## config.mk

```make
export PLATFORM = sky130hd
export DESIGN_NAME = qdec_ctu_syntax_reader
export DESIGN_NICKNAME = d
export VERILOG_FILES = /design/src/rtl/qdec_ctu_syntax_reader.sv
export SDC_FILE = /design/constraint.sdc
export NUM_CORES = 1
export LEC_CHECK = 0
export BUFFER_PORTS_ARGS = -buffer_cell sky130_fd_sc_hd__buf_4
export CORE_MARGIN = 2
export CORE_UTILIZATION = 60
export CTS_BUF_LIST = sky130_fd_sc_hd__clkbuf_4 sky130_fd_sc_hd__clkbuf_8
export DETAILED_ROUTE_END_ITERATION = 10
export PLACE_DENSITY = 0.84
export SETUP_SLACK_MARGIN = 0.5
export SYNTH_ARGS = -nofsm -noshare
export SYNTH_HDL_FRONTEND = slang
export SYNTH_SLANG_ARGS = --single-unit
```

## constraint.sdc

```tcl
create_clock -name clk -period 7.2 [get_ports clk]
set_clock_uncertainty 0.2 [all_clocks]
set_input_delay 1.44 -clock clk [delete_from_list [all_inputs] [get_ports clk]]
set_output_delay 1.44 -clock clk [all_outputs]
set_load 0.05 [all_outputs]
```

## src/rtl/qdec_ctu_syntax_reader.sv

```systemverilog
// qdec_ctu_syntax_reader
// Reads one decoded CTU out of the CABAC syntax line buffer after each
// ctu_done pulse. The line buffer has a 1-cycle read latency. The bytes are
// re-timed into a valid/ready stream through a 2-entry output buffer.
// Reads are credit-limited, so a returning byte always has a free slot.
module qdec_ctu_syntax_reader #(
    parameter int ADDR_WIDTH = 12,
    parameter int DATA_WIDTH = 8
) (
    input  logic                  clk,
    input  logic                  rst_n,
    input  logic                  ctu_done,
    input  logic [ADDR_WIDTH:0]   ctu_len,
    output logic [ADDR_WIDTH-1:0] lb_raddr,
    output logic                  lb_re,
    input  logic [DATA_WIDTH-1:0] lb_dout,
    output logic [DATA_WIDTH-1:0] syn_dout,
    output logic                  syn_vld,
    input  logic                  syn_rdy,
    output logic                  syn_last,
    output logic                  busy,
    output logic                  ctu_ack,
    output logic                  overflow_err,
    input  logic                  err_clr
);

    localparam logic [ADDR_WIDTH:0] ONE = {{ADDR_WIDTH{1'b0}}, 1'b1};

    typedef enum logic [1:0] {IDLE, READ, DRAIN} ctuState_t;

    ctuState_t             state;
    logic [ADDR_WIDTH:0]   len;
    logic [ADDR_WIDTH:0]   rdCnt;
    logic [ADDR_WIDTH:0]   lenMinus1;
    logic                  inflight;
    logic                  inflightLast;
    logic [1:0]            occ;
    logic [DATA_WIDTH-1:0] headData;
    logic [DATA_WIDTH-1:0] tailData;
    logic                  headLast;
    logic                  tailLast;
    logic                  pop;
    logic                  isLastAddr;
    logic [2:0]            credit;

    assign pop        = syn_vld && syn_rdy;
    assign lenMinus1  = len - ONE;
    assign isLastAddr = (rdCnt == lenMinus1);
    // Projected buffer occupancy one cycle ahead. Counting this cycle's pop
    // lets reads resume in the same cycle that syn_rdy rises.
    assign credit     = {1'b0, occ} + {2'b00, inflight} - {2'b00, pop};
    assign lb_re      = (state == READ) && (rdCnt < len) && (credit < 3'd2);
    assign lb_raddr   = rdCnt[ADDR_WIDTH-1:0];
    assign busy       = (state != IDLE);
    assign syn_vld    = (occ != 2'd0);
    assign syn_dout   = headData;
    assign syn_last   = headLast;

    // CTU sequencing: accept, issue reads, wait for the last byte, then acknowledge.
    // In DRAIN with ctu_ack high, the state stays DRAIN for the ack cycle, so busy
    // and ctu_ack overlap for one cycle.
    always_ff @(posedge clk or negedge rst_n) begin
        if (!rst_n) begin
            state   <= IDLE;
            len     <= '0;
            rdCnt   <= '0;
            ctu_ack <= 1'b0;
        end else begin
            ctu_ack <= 1'b0;
            case (state)
                IDLE: begin
                    if (ctu_done) begin
                        if (ctu_len != '0) begin
                            len   <= ctu_len;
                            rdCnt <= '0;
                            state <= READ;
                        end else begin
                            ctu_ack <= 1'b1;
                        end
                    end
                end
                READ: begin
                    if (lb_re) begin
                        rdCnt <= rdCnt + ONE;
                        if (isLastAddr) state <= DRAIN;
                    end
                end
                DRAIN: begin
                    if (ctu_ack)               state   <= IDLE;
                    else if (pop && syn_last)  ctu_ack <= 1'b1;
                end
                default: state <= IDLE;
            endcase
        end
    end

    // Track reads in flight through the line-buffer latency, with the last-byte tag.
    always_ff @(posedge clk or negedge rst_n) begin
        if (!rst_n) begin
            inflight     <= 1'b0;
            inflightLast <= 1'b0;
        end else begin
            inflight     <= lb_re;
            inflightLast <= lb_re && isLastAddr;
        end
    end

    // Two-entry output buffer. The head register drives the stream directly.
    always_ff @(posedge clk or negedge rst_n) begin
        if (!rst_n) begin
            occ      <= 2'd0;
            headData <= '0;
            headLast <= 1'b0;
            tailData <= '0;
            tailLast <= 1'b0;
        end else begin
            case ({inflight, pop})
                2'b10: begin
                    if (occ == 2'd0) begin
                        headData <= lb_dout;
                        headLast <= inflightLast;
                    end else begin
                        tailData <= lb_dout;
                        tailLast <= inflightLast;
                    end
                    occ <= occ + 2'd1;
                end
                2'b01: begin
                    headData <= tailData;
                    headLast <= tailLast;
                    occ      <= occ - 2'd1;
                end
                2'b11: begin
                    if (occ == 2'd1) begin
                        headData <= lb_dout;
                        headLast <= inflightLast;
                    end else begin
                        headData <= tailData;
                        headLast <= tailLast;
                        tailData <= lb_dout;
                        tailLast <= inflightLast;
                    end
                end
                default: ;
            endcase
        end
    end

    // Sticky overflow flag. When a new overflow and err_clr arrive together,
    // the overflow wins.
    always_ff @(posedge clk or negedge rst_n) begin
        if (!rst_n)                    overflow_err <= 1'b0;
        else if (ctu_done && busy)     overflow_err <= 1'b1;
        else if (err_clr)              overflow_err <= 1'b0;
    end

endmodule

```

==> flow_metrics.py <==
metrics = {
    "status": {
        "status": "complete, no violations",
    },
    "synth": {
        "synth_nets": 415,
        "yosys.area.top_type_share_pct": 38.14,
        "seq_area_frac_synth_pct": 38.14,
        "synth_edf_count": 0,
        "ys_async_sr_fraction_pct": 100.0,
        "ys_ff_latch": 52,
        "synth_area_leader_cell": "dfrtp_1",
        "synth-main-ff-cell": "dfrtp_1",
        "syn_area_per_cell_um2": 9.297,
        "netlist_area_um2": 3412,
        "synth.area.top_cells": "dfrtp_1 (38%), ha_1 (7.7%), o21ai_0 (4.5%)",
        "synth.distinct_cells": 57,
        "synth_cells": 367,
        "yosys_warnings": 0,
    },
    "timing": {
        "final.setup.tns_ns": 0,
        "setup_viol_count_final": 0,
        "relSlewSlack_pct": 28.04,
        "fin_ws_ns": 1.701,
        "finalHoldViolCount": 0,
        "fmax_mhz": 181.8,
        "worstMarginPinSlew_ns": 1.079,
        "finalCritPeriodShare_pct": 76.38,
        "grt_setup_unrepaired": "no",
        "slew_viol_final": 0,
        "layout_min_cycle_time_ns": 5.499,
    },
    "worst_setup_path": {
        "worstPathMaxFanout": 7,
        "cp_common_cell": "buf_4",
        "crit_chain": "buf_4 -> nor2b_1 -> ha_1 -> nor2_1 -> fa_1 -> a211oi_1 -> o211ai_1 -> nor3_2 -> nand2_1 -> inv_1 -> buf_4",
        "endpoint_kind": "output pin",
        "cp-start-kind": "input port",
        "r2r_start": "occ[1]",
        "slowest_delay_ns": 0.43,
        "worstPathRequired_ns": 5.56,
        "crit_type": "in -> out",
        "reg2regPathDepth": 13,
        "worstPathArrival_ns": 3.86,
        "slowest_stage": "fa_1",
        "r2r-end": "rdCnt[3]",
        "rrSetupSlack_ns": 3.18,
    },
    "cts": {
        "h-tree-depth": 2,
        "hold_buffers": 0,
        "cts_tree": "built",
        "cts_root_buf": "clkbuf_8",
        "clock_latency_ns": 0.31,
        "cts.sinks": 52,
        "ctsResizeCount": 0,
        "cts.clk_slew.worst_paths_ns": 0.10,
        "numCtsBuffers": 5,
        "cts_max_path_buffers": 2,
        "cts_setup_buffers": 0,
    },
    "floorplan": {
        "die_x_um": 79.41,
        "fp-row-count": 27,
        "start_util_pct": 61.96,
        "num_io_pins": 52,
        "die_area_um2": 6306,
        "fp.dieH_um": 79.41,
        "core_area_um2": 5507,
    },
    "global_routing": {
        "track_usage_pct": 26.47,
        "overflow": 0,
        "grt.busiest_layer": "met2",
        "grt_pass1_wl_um": 13140,
        "gr-usage-met2_pct": 46.19,
        "grt_pass1_vias": 2724,
        "globalRouteMet1Util_pct": 35.32,
        "grt_start_max_net_pins": 53,
        "grtUsageMet3_pct": 3.959,
        "antenna_found_initial": 0,
    },
    "finish": {
        "layout.nets": 449,
        "stdcell_count": 474,
        "syn_to_final_growth_pct": 11.92,
        "antennaDiodeCount": 0,
        "drive_gt1_share_pct": 20.90,
        "final_cell_mix": "dfrtp_1 (52), buf_4 (52), nand2_1 (41)",
    },
    "placement": {
        "place_congestion": 0.9090,
        "dp_cells": 466,
        "dp_slack_ns": 1.721,
        "place_hpwl_um": 5939,
        "port_buffers": 51,
    },
    "job": {
        "maxCapViolations": 0,
    },
    "power": {
        "power_density_nw_per_um2": 462.6,
        "leakage_nw": 1.687,
        "ir_worst_vdd_v": 0.0002831,
        "total_power_mw": 1.767,
    },
    "min_path": {
        "hold_path_depth": 2,
        "worstHoldEndpoint": "syn_dout[6]",
        "hold_start": "syn_dout[6]",
        "hold_path_class": "reg -> reg",
    },
    "route": {
        "num_vias": 2905,
        "routedWlPerCell_um": 16.45,
        "vias_per_cell": 6.129,
        "dr.pass1.iters": 5,
        "wl_um": 7797,
        "postRouteAntennaNets": 0,
        "drcViolationCount": 0,
        "drtIter0Drc": 198,
    },
}
-- synth_stat cells (all sizes together), types with 2 or more instances --
library cell and n:
a22o 3, a211oi 2, a2111oi 2, nor2 17, nand3 8, o31ai 6, a22oi 9, or3b 2
o2111ai 4, a211o 2, xnor2 16, dfrtp 52, nor3 7, xor2 5, nor3b 2, and3 3
o21ai 31, inv 28, o211ai 6, a21o 4, or3 3, buf 15, mux2 9, clkbuf 10
ha 21, nand2b 2, a31oi 3, and2 2, nand4 7, nand4b 3, nand2 41, a21oi 13
nor2b 3, or4 6, nor4 5, nand3b 2
-- per-layer routing --
layer / routed length, µm / up-vias
met2: 3856 / 115
li1: - / 1378
met3: 556 / 23
met5: 0 / -
met1: 3225 / 1389
met4: 159 / 0
-- cell families after synthesis --
family                   Yosys count  share of synthesized area (%)
AO/OA/AOI/OAI                     90                          17.60
XOR/XNOR                          21                          5.390
adder cells (fa/ha/maj)           22                          8.287
buffers and inverters             53                          7.884
flip-flops                        52                          38.14
multiplexers                      10                          3.264
AND/OR/NAND/NOR                  119                          19.44
-- metrics by stage --
| stage | hold slack (ns) | util [%] | area (µm²) |
|---|---|---|---|
| CTS | 0.2951 | 69.35 | 3819 |
| global route | 0.3192 | 69.35 | 3819 |
| global placement | 0.2629 | 67.71 | 3729 |
| detailed placement | 0.2722 | 67.71 | 3729 |
| finish | 0.2858 | 69.35 | 3819 |
| floorplan | 0.2733 | - | 3412 |
-- power breakdown --
group          total [mW]  internal (mW)  switching (mW)
clock network       0.174         0.0693           0.104
logic                1.05          0.396           0.654
registers           0.543          0.401           0.142
-- registers in the layout, indices dropped and copies added, names as in the netlist --
register and cells:
len 13, rdCnt 13, syn_dout 8, tailData 8, occ 2, state 2
ctu_ack 1, inflight 1, inflightLast 1, overflow_err 1, syn_last 1, tailLast 1
-- worst max-delay path by stage --
stage	slack (ns)	cells after the start	start	endpoint
after global placement	1.81	11	syn_rdy	lb_re
after detailed placement	1.72	11	syn_rdy	lb_re
after global routing	1.42	11	syn_rdy	lb_re
final	1.70	11	syn_rdy	lb_re
after CTS	1.72	11	syn_rdy	lb_re
after floorplan	2.01	9	syn_rdy	lb_re
-- worst max-delay path: cells and delay by family --
| family | cells | cell delay, ns |
|---|---|---|
| buf+inv | 3 | 0.41 |
| fa+ha+maj | 2 | 0.74 |
| compound gates | 2 | 0.32 |
| simple gates | 4 | 0.95 |
-- cell type report --
cell class,instances,area (µm²)
clock buffers,5,68.82
clock inverters,3,21.27
fillers,462,1688
inverters,28,105.1
multi-input cells,262,1842
flip-flops and latches,52,1301
well taps,72,90.09
repair buffers,52,390.4
No activity file was read; power rests on OpenSTA's default activity.
